<file path="src/rtl/instr_fetch_pkg.sv">
// instr_fetch_pkg: shared FSM state encoding and constants for the fetch stage.
package instr_fetch_pkg;

    typedef enum logic [1:0] {
        IF_IDLE  = 2'd0,
        IF_FETCH = 2'd1,
        IF_HOLD  = 2'd2
    } if_state_e;

    localparam logic [31:0] INSTR_NOP = 32'h0000_0000;

endpackage

</file>
<file path="src/rtl/instr_fetch_if.sv">
// instr_fetch_if: instruction-memory req/ack handshake.
//   imem_req   - fetch request (master -> slave)
//   imem_addr  - fetch address (master -> slave)
//   imem_ack   - read data valid this cycle (slave -> master)
//   imem_rdata - fetched word (slave -> master)
interface instr_fetch_if;
    logic        imem_req;
    logic [31:0] imem_addr;
    logic        imem_ack;
    logic [31:0] imem_rdata;

    modport master(output imem_req, imem_addr, input imem_ack, imem_rdata);
    modport slave(input imem_req, imem_addr, output imem_ack, imem_rdata);
endinterface

</file>
<file path="src/rtl/instr_fetch_next_pc.sv">
// next_pc_calc: combinational next-PC selection for the retiring instruction.
//   pc          - address of the retiring instruction
//   instr       - low 26 bits of the retiring instruction (jump index / branch offset)
//   branch_en   - taken branch
//   jump_en     - j/jal
//   jump_reg_en - jr/jalr
//   rs_data     - register jump target
//   next_pc     - selected next PC (jr > j > branch > sequential)
//   misalign    - jr target has nonzero low bits
module next_pc_calc (
    input  logic [31:0] pc,
    input  logic [25:0] instr,
    input  logic        branch_en,
    input  logic        jump_en,
    input  logic        jump_reg_en,
    input  logic [31:0] rs_data,
    output logic [31:0] next_pc,
    output logic        misalign
);
    logic [31:0] pc4;
    logic [31:0] br_off;

    always_comb begin
        pc4      = pc + 32'd4;
        br_off   = {{14{instr[15]}}, instr[15:0], 2'b00};
        next_pc  = jump_reg_en ? {rs_data[31:2], 2'b00} :
                   jump_en     ? {pc4[31:28], instr, 2'b00} :
                   branch_en   ? pc4 + br_off : pc4;
        misalign = jump_reg_en & |rs_data[1:0];
    end
endmodule

</file>
<file path="src/rtl/instr_fetch.sv">
// instr_fetch: MIPS fetch stage; holds PC, fetches via req/ack, presents pc/instr to decode.
//   clk, rst                 - clock, synchronous active-high reset
//   stall                    - downstream hold; held instruction does not retire
//   branch_en/jump_en/jump_reg_en, rs_data - next-PC controls, sampled at retire
//   imem                     - instruction-memory handshake (master side)
//   pc, instr, instr_valid   - held instruction for decode
//   retire_count             - retired instruction count (wraps)
//   addr_err                 - sticky misaligned jr target
module instr_fetch
    import instr_fetch_pkg::*;
#(
    parameter logic [31:0] RESET_PC = 32'h0000_0000
) (
    input  logic                clk,
    input  logic                rst,
    input  logic                stall,
    input  logic                branch_en,
    input  logic                jump_en,
    input  logic                jump_reg_en,
    input  logic [31:0]         rs_data,
    instr_fetch_if.master       imem,
    output logic [31:0]         pc,
    output logic [31:0]         instr,
    output logic                instr_valid,
    output logic [31:0]         retire_count,
    output logic                addr_err
);
    if_state_e   state_q, state_d;
    logic [31:0] pc_q, pc_d, instr_q, instr_d, cnt_q, cnt_d;
    logic        err_q, err_d;
    logic [31:0] next_pc;
    logic        misalign, retire, take;

    next_pc_calc u_next_pc (
        .pc          (pc_q),
        .instr       (instr_q[25:0]),
        .branch_en   (branch_en),
        .jump_en     (jump_en),
        .jump_reg_en (jump_reg_en),
        .rs_data     (rs_data),
        .next_pc     (next_pc),
        .misalign    (misalign)
    );

    always_ff @(posedge clk) begin
        if (rst) state_q <= IF_IDLE;
        else     state_q <= state_d;
    end

    always_comb begin
        state_d = state_q == IF_IDLE  ? IF_FETCH :
                  state_q == IF_FETCH ? (imem.imem_ack ? IF_HOLD : IF_FETCH) :
                  state_q == IF_HOLD  ? (stall ? IF_HOLD : IF_FETCH) : IF_IDLE;
    end

    always_comb begin
        imem.imem_req  = state_q == IF_FETCH;
        imem.imem_addr = pc_q;
        instr_valid    = state_q == IF_HOLD;
    end

    // Ack only captures data in FETCH; acks seen in IDLE/HOLD are dropped.
    always_comb begin
        take    = state_q == IF_FETCH && imem.imem_ack;
        retire  = state_q == IF_HOLD && !stall;
        instr_d = take ? imem.imem_rdata : instr_q;
        pc_d    = retire ? next_pc : pc_q;
        cnt_d   = retire ? cnt_q + 32'd1 : cnt_q;
        err_d   = err_q | (retire & misalign);
    end

    always_ff @(posedge clk) begin
        if (rst) begin
            pc_q    <= RESET_PC;
            instr_q <= INSTR_NOP;
            cnt_q   <= '0;
            err_q   <= 1'b0;
        end else begin
            pc_q    <= pc_d;
            instr_q <= instr_d;
            cnt_q   <= cnt_d;
            err_q   <= err_d;
        end
    end

    assign pc           = pc_q;
    assign instr        = instr_q;
    assign retire_count = cnt_q;
    assign addr_err     = err_q;
endmodule

</file>
<file path="src/flat_wrapper.sv">
// flat-port wrapper written by rule: the top's interface ports become plain ports
module instr_fetch_flat import instr_fetch_pkg::*;
#(
    parameter logic [31:0] RESET_PC = 32'h0000_0000
)
  (clk, rst, stall, branch_en, jump_en, jump_reg_en, rs_data, pc, instr, instr_valid, retire_count, addr_err, imem_imem_req, imem_imem_addr, imem_imem_ack, imem_imem_rdata);
  instr_fetch_if imem_i ();
  input  logic clk;
  input  logic rst;
  input  logic stall;
  input  logic branch_en;
  input  logic jump_en;
  input  logic jump_reg_en;
  input  logic [31:0] rs_data;
  output logic [31:0] pc;
  output logic [31:0] instr;
  output logic instr_valid;
  output logic [31:0] retire_count;
  output logic addr_err;
  output wire logic [$bits(imem_i.imem_req)-1:0] imem_imem_req;
  output wire logic [$bits(imem_i.imem_addr)-1:0] imem_imem_addr;
  input wire logic [$bits(imem_i.imem_ack)-1:0] imem_imem_ack;
  input wire logic [$bits(imem_i.imem_rdata)-1:0] imem_imem_rdata;
  assign imem_imem_req = imem_i.imem_req;
  assign imem_imem_addr = imem_i.imem_addr;
  assign imem_i.imem_ack = imem_imem_ack;
  assign imem_i.imem_rdata = imem_imem_rdata;
  instr_fetch #(.RESET_PC(RESET_PC)) u_core (.clk(clk), .rst(rst), .stall(stall), .branch_en(branch_en), .jump_en(jump_en), .jump_reg_en(jump_reg_en), .rs_data(rs_data), .imem(imem_i), .pc(pc), .instr(instr), .instr_valid(instr_valid), .retire_count(retire_count), .addr_err(addr_err));
endmodule
</file>
<file path="config.mk">
export PLATFORM = sky130hd
export DESIGN_NAME = instr_fetch_flat
export DESIGN_NICKNAME = d
export VERILOG_FILES = /design/src/rtl/instr_fetch_pkg.sv /design/src/rtl/instr_fetch_if.sv /design/src/rtl/instr_fetch_next_pc.sv /design/src/rtl/instr_fetch.sv /design/src/flat_wrapper.sv
export SDC_FILE = /design/constraint.sdc
export NUM_CORES = 1
export LEC_CHECK = 0
export CORE_MARGIN = 1.5
export CORE_UTILIZATION = 40
export DETAILED_ROUTE_END_ITERATION = 8
export PLACE_DENSITY = 0.75
export SLEW_MARGIN = 10
export SYNTH_ARGS = -nofsm -noshare
export SYNTH_HDL_FRONTEND = slang
export SYNTH_HIERARCHICAL = 1
export SYNTH_SLANG_ARGS = --single-unit
</file>
<file path="constraint.sdc">
create_clock -name clk -period 11.39 [get_ports clk]
set_input_delay 2.278 -clock clk [delete_from_list [all_inputs] [get_ports clk]]
set_output_delay 2.278 -clock clk [all_outputs]
set_load 0.01 [all_outputs]
</file>
-- Word-level counts from Yosys, hierarchy flattened
Index checks and enable logic that the tools add are counted.
- add/sub/neg operators: 3
- equal/unequal tests: 2
- mux-type cells: 8
- bitwise logic cells: 3
- reductions and logical operators: 6
- operators with widths (kind ; number):
    $mux W32 ; 3
    $add A32 B1 Y32 const B ; 1
    $add A32 B3 Y32 const B ; 1
    $add A32 B32 Y32 ; 1
    $mux W2 ; 4
    $reduce_or A2 Y1 ; 2
    $and A1 B1 Y1 ; 2
    $eq A2 B1 Y1 const B ; 1
    $eq A2 B2 Y1 const B ; 1
    $logic_and A1 B1 Y1 ; 2
    $logic_not A2 Y1 ; 1
    $logic_not A1 Y1 ; 1
    $mux W1 ; 1
    $or A1 B1 Y1 ; 1
- flip-flop bits (word level): 99
- bits of input ports: 71
- output and inout bits: 131

-- Logic depth before layout (Yosys ltp)
- depth in word-level cells: 5
- gate-level depth with buffers: 17
- depth with buffers taken out: 17

-- Modules after synthesis
Netlist, hierarchy kept.
- by module, submodules not included (module ; times used ; cells each ; area an instance (um^2)):
    instr_fetch ; 1 ; 500 ; 4061.4
    next_pc_calc ; 1 ; 475 ; 3119.2

-- Worst setup path before layout
Ideal clock, no wire load.
- path kind: register to register
- start point: register u_core.pc_q[5], in the netlist u_core/imem.imem_addr[5]
- end point: register u_core.pc_q[31], in the netlist u_core/imem.imem_addr[31]
- arrival: 3776 ps
- data required time: 11320 ps
- slack: 7544 ps
- cell stages (with the launch flop): 18
- path buffers: 1
- path through: dfxtp_1 -> and4_1 -> and3_1 -> nand4_1 -> nor3_1 -> xor2_1 -> ha_1 -> buf_6 -> a21o_1 -> a21oi_1 -> nor2b_1 -> or4_4 -> a31oi_4 -> o31ai_2 -> mux4_2 -> a311oi_2 -> nand2_1 -> a21oi_1
- cells in the longest elaborated chain, start to end: 5
- ends and longest elaborated chain (what ; line ; RTL):
    start: declaration ; instr_fetch.sv:29 ; logic [31:0] pc_q, pc_d, instr_q, instr_d, cnt_q, cnt_d;
    start signal: assignment ; instr_fetch.sv:79 ; pc_q <= pc_d;
    $add A32 B3 Y32 * ; instr_fetch_next_pc.sv:24 ; pc4 = pc + 32'd4;
    $add A32 B32 Y32 ; instr_fetch_next_pc.sv:28 ; branch_en ? pc4 + br_off : pc4;
    $mux W32 ; instr_fetch_next_pc.sv:28 ;
    $mux W32 * ; instr_fetch_next_pc.sv:27 ; jump_en ? {pc4[31:28], instr, 2'b00} :
    $mux W32 * ; instr_fetch_next_pc.sv:26 ; next_pc = jump_reg_en ? {rs_data[31:2], 2'b00} :
    via u_core.next_pc[31] ; instr_fetch.sv:31 ; logic [31:0] next_pc;
Mark *: on every way through the listed nets, which the timed path passes. The rest lies on a longest branch.
A chain may end at the register's enable or synchronous reset.

-- Final worst setup path
- start point: input jump_en
- end point: register u_core.pc_q[31], in the netlist u_core/imem.imem_addr[31]
- cells in the longest elaborated chain, start to end: 2
- ends and longest elaborated chain (what ; line ; RTL):
    start: declaration ; flat_wrapper.sv:12 ; input logic jump_en;
    $mux W32 ; instr_fetch_next_pc.sv:27 ;
    $mux W32 ; instr_fetch_next_pc.sv:26 ;
    via u_core.next_pc[31] ; instr_fetch.sv:31 ;
The timed path passes the listed nets, and every way through them passes these cells.

==> flow_summary.yaml <==
outcome:
  run_status: "complete, no violations"
clock_tree:
  cts_hold_repair.buffers: 0
  cts_tree: "built"
  clockRootBuffer: "sky130_fd_sc_hd__clkbuf_16"
  clk_transition_reported_paths_ns: 0.07
  cts_setup_buffers: 0
  tritoncts_num_sinks: 99
  clock_tree.htree_level_count: 3
  worstSkewPairLatency_ns: 0.36
  maximum_buffer_depth_of_the_clock_tree: 2
  cts_made_buffers: 9
  cts_resized: 0
logic_synthesis:
  netlist_top_cells_area: "sky130_fd_sc_hd__dfxtp_1, sky130_fd_sc_hd__nand2_1, sky130_fd_sc_hd__a21oi_1, sky130_fd_sc_hd__ha_1, sky130_fd_sc_hd__xnor2_1"
  synth_top_area_share_pct: 27.6
  yosys-top-cells-count: "sky130_fd_sc_hd__nand2_1, sky130_fd_sc_hd__a21oi_1, sky130_fd_sc_hd__dfxtp_1"
  synth-edff-count: 0
  synth_top_area_cell: "sky130_fd_sc_hd__dfxtp_1"
  syn-instance-count: 975
  synth-main-ff-cell: "sky130_fd_sc_hd__dfxtp_1"
  synth_most_common_cell: "sky130_fd_sc_hd__nand2_1"
  synthArstFlopShare_pct: 0
  mappedNetlistNets: 1085
  synthesis.yosys.warnings: 6
  postSynthAreaPerCell_um2: 7.36
  syn_area_mm2: 0.00718
  synth_sequential_area_ratio_pct: 27.6
  synth.ff_latch_count: 99
  ys_types: 69
drt:
  first_pass_iteration_count_of_the_detailed_router: 5
  route.detailed.wl_per_inst_um: 17.9
  detail_route.iter0.violations: 704
  route.antenna.remaining_nets: 0
  via_per_inst: 5.68
  num_vias: 7634
  drt_drc_violations_left: 0
  drt_wl_total_um: 24100
critical_path:
  critical_path_required_ns: 11.67
  start_kind: "input port"
  worstPathMaxFanout: 23
  worst_setup_path_end_kind: "flop"
  timing.rr.start: "u_core/imem.imem_addr[4]"
  startpoint: "jump_en"
  timing.critical_path.arrival_ns: 4.83
  worstSetupPathType: "input port to flop"
final_layout:
  final_standard_cell_count_with_taps_included_and_fillers_excluded: 1343
  final-seq-area_mm2: 0.00198
  share_of_final_layout_standard_cells_stronger_than_drive_strength_1_pct: 4.29
  areaGrowthSynthToFinish_pct: 31.1
  layout.nets: 1223
  num_antenna_cells: 0
  nFillCells: 1714
  multiInputGateArea_mm2: 0.00470
pwr:
  static-leakage-power_nw: 3.52
  power-per-cell-area_mw_per_mm2: 87.8
  worst_ir_drop_vdd_mv: 0.0928
  internal_power_uw: 599
  pwr-share-clk_pct: 40.1
  sw_frac_of_total_pct: 27.6
  p_sw_uw: 228
  power_frac_comb_pct: 15.9
  pwr-share-seq_pct: 44.0
timing:
  fin_max_slew_vios: 0
  finalHoldViolations: 0
  worstMarginPinSlew_ns: 1.04
  finalCriticalPeriod_ns: 4.56
  worst_clock_skew_ns: 0.00546
  achievable-frequency_ghz: 0.219
  setup_viol: 0
  rsz0062_at_grt: "no"
  max-slew-margin-rel_pct: 30.4
  finalCritPeriodShare_pct: 40.0
  post_route_setup_tns_ns: 0
global_routing:
  grt_use_total_pct: 25.4
  initial_antenna_violation_count: 0
  grt_pass1_wl_um: 37100
  largest_net_degree_at_the_start_of_global_routing: 100
  overflow_left_after_global_routing: 0
  first_global_vias: 7000
floorplan:
  initial_core_util_pct: 41.2
  core-area_mm2: 0.0174
  fp.dieH_um: 137
  design.portCount: 202
  die-area_mm2: 0.0188
  floorplan.die.width_um: 137
  placement_rows: 48
placed_design:
  gpl.final_weighted_congestion: 0.986
  detailedPlacementHpwl_um: 17800
  placed_cells: 1327
  portBuffers: 201
min_path:
  hold_path_class: "flop to flop"
  timing.hold.worst.start: "u_core/instr[30]"
job:
  cap_viol_max_count: 0
## layout by cell type (no fill, tap or decap), types with 8 or more instances in the layout
cell and instances:
sky130_fd_sc_hd__inv_1 15, sky130_fd_sc_hd__nand3_1 24, sky130_fd_sc_hd__and2_1 10, sky130_fd_sc_hd__xor2_1 23, sky130_fd_sc_hd__ha_1 38, sky130_fd_sc_hd__o22ai_1 16
sky130_fd_sc_hd__buf_4 9, sky130_fd_sc_hd__or3_1 8, sky130_fd_sc_hd__clkbuf_16 9, sky130_fd_sc_hd__nor2_1 54, sky130_fd_sc_hd__nand4_1 19, sky130_fd_sc_hd__o31ai_1 16
sky130_fd_sc_hd__o21ai_0 38, sky130_fd_sc_hd__a21o_1 13, sky130_fd_sc_hd__dfxtp_1 99, sky130_fd_sc_hd__clkdlybuf4s50_1 200, sky130_fd_sc_hd__xnor2_1 32, sky130_fd_sc_hd__nor3_1 13
sky130_fd_sc_hd__and3_1 18, sky130_fd_sc_hd__or4_1 14, sky130_fd_sc_hd__nand2_1 209, sky130_fd_sc_hd__a21oi_1 133, sky130_fd_sc_hd__mux2i_1 12
## path summary, 6_finish.rpt
kind / cells after the start / slack, ns / end
max reg2reg: 15 / 6.91 / u_core/imem.imem_addr[31]
min: 2 / 0.45 / u_core/instr[30]
min reg2reg: 2 / 0.45 / u_core/instr[30]
max: 9 / 6.83 / u_core/imem.imem_addr[31]
## power by group through the flow
stage / combinational (mW) / sequential (mW) / clock, mW
global placement: 0.129 / 0.372 / 0
finish: 0.132 / 0.364 / 0.331
detailed placement: 0.130 / 0.372 / 0
CTS: 0.130 / 0.364 / 0.339
floorplan: 0.0674 / 0.372 / 0
global route: 0.143 / 0.365 / 0.352
## logic make-up (layout without fill, tap and decap cells)
kind of cell	count (synthesis)	count (layout)	share of synthesized area, %
AOI/OAI and AO/OA	268	268	22.8
xor gates and xnor gates	55	55	6.71
adders and majority gates	39	39	6.90
buffers and inverters	97	240	7.07
DFF	99	99	27.6
muxes	13	13	1.99
and+or+nand+nor	404	404	26.9
## cell type report
| cell class | instances | area share (%) |
|---|---|---|
| clock buffers | 10 | 2.54 |
| clock inverters | 6 | 0.891 |
| inverters | 15 | 0.598 |
| multi-input cells | 779 | 49.9 |
| flip-flops and latches | 99 | 21.1 |
| well taps | 225 | 2.99 |
| repair buffers | 209 | 22.0 |
## registers in the layout (all words and copies together), names as in the netlist
| signal | count |
|---|---|
| u_core/instr | 32 |
| u_core/addr_err | 1 |
| u_core/retire_count | 32 |
| u_core/state_q | 2 |
| u_core/imem.imem_addr | 32 |
## metal layers
metal	vias up	GRT usage (%)	part of all wire, %
li1	3709	-	-
met1	3543	33.5	43
met2	338	39.5	45
met3	44	8.30	10
met4	0	7.25	2.4
met5	-	0	0
## metrics by stage
step                      utilization [%]  setup slack [ns]  hold slack [ns]  instance area [um2]  total power [mW]
after floorplan                         -              7.54            0.481                 7180             0.439
after global placement               52.2              6.62            0.442                 9090             0.500
after detailed placement             52.2              6.52            0.448                 9090             0.502
after CTS                            54.0              6.89            0.458                 9410             0.833
after global routing                 54.0              6.66            0.477                 9410             0.860
final                                54.0              6.83            0.454                 9410             0.827
## worst max-delay path: stages
cell	delay, ns
sky130_fd_sc_hd__clkdlybuf4s50_1	0.45
sky130_fd_sc_hd__buf_4	0.23
sky130_fd_sc_hd__inv_1	0.37
sky130_fd_sc_hd__nand2_1	0.47
sky130_fd_sc_hd__nor3_1	0.08
sky130_fd_sc_hd__mux4_2	0.48
sky130_fd_sc_hd__a311oi_2	0.26
sky130_fd_sc_hd__nand2_1	0.08
sky130_fd_sc_hd__a21oi_1	0.12
Power figures use the tool's default switching activity.
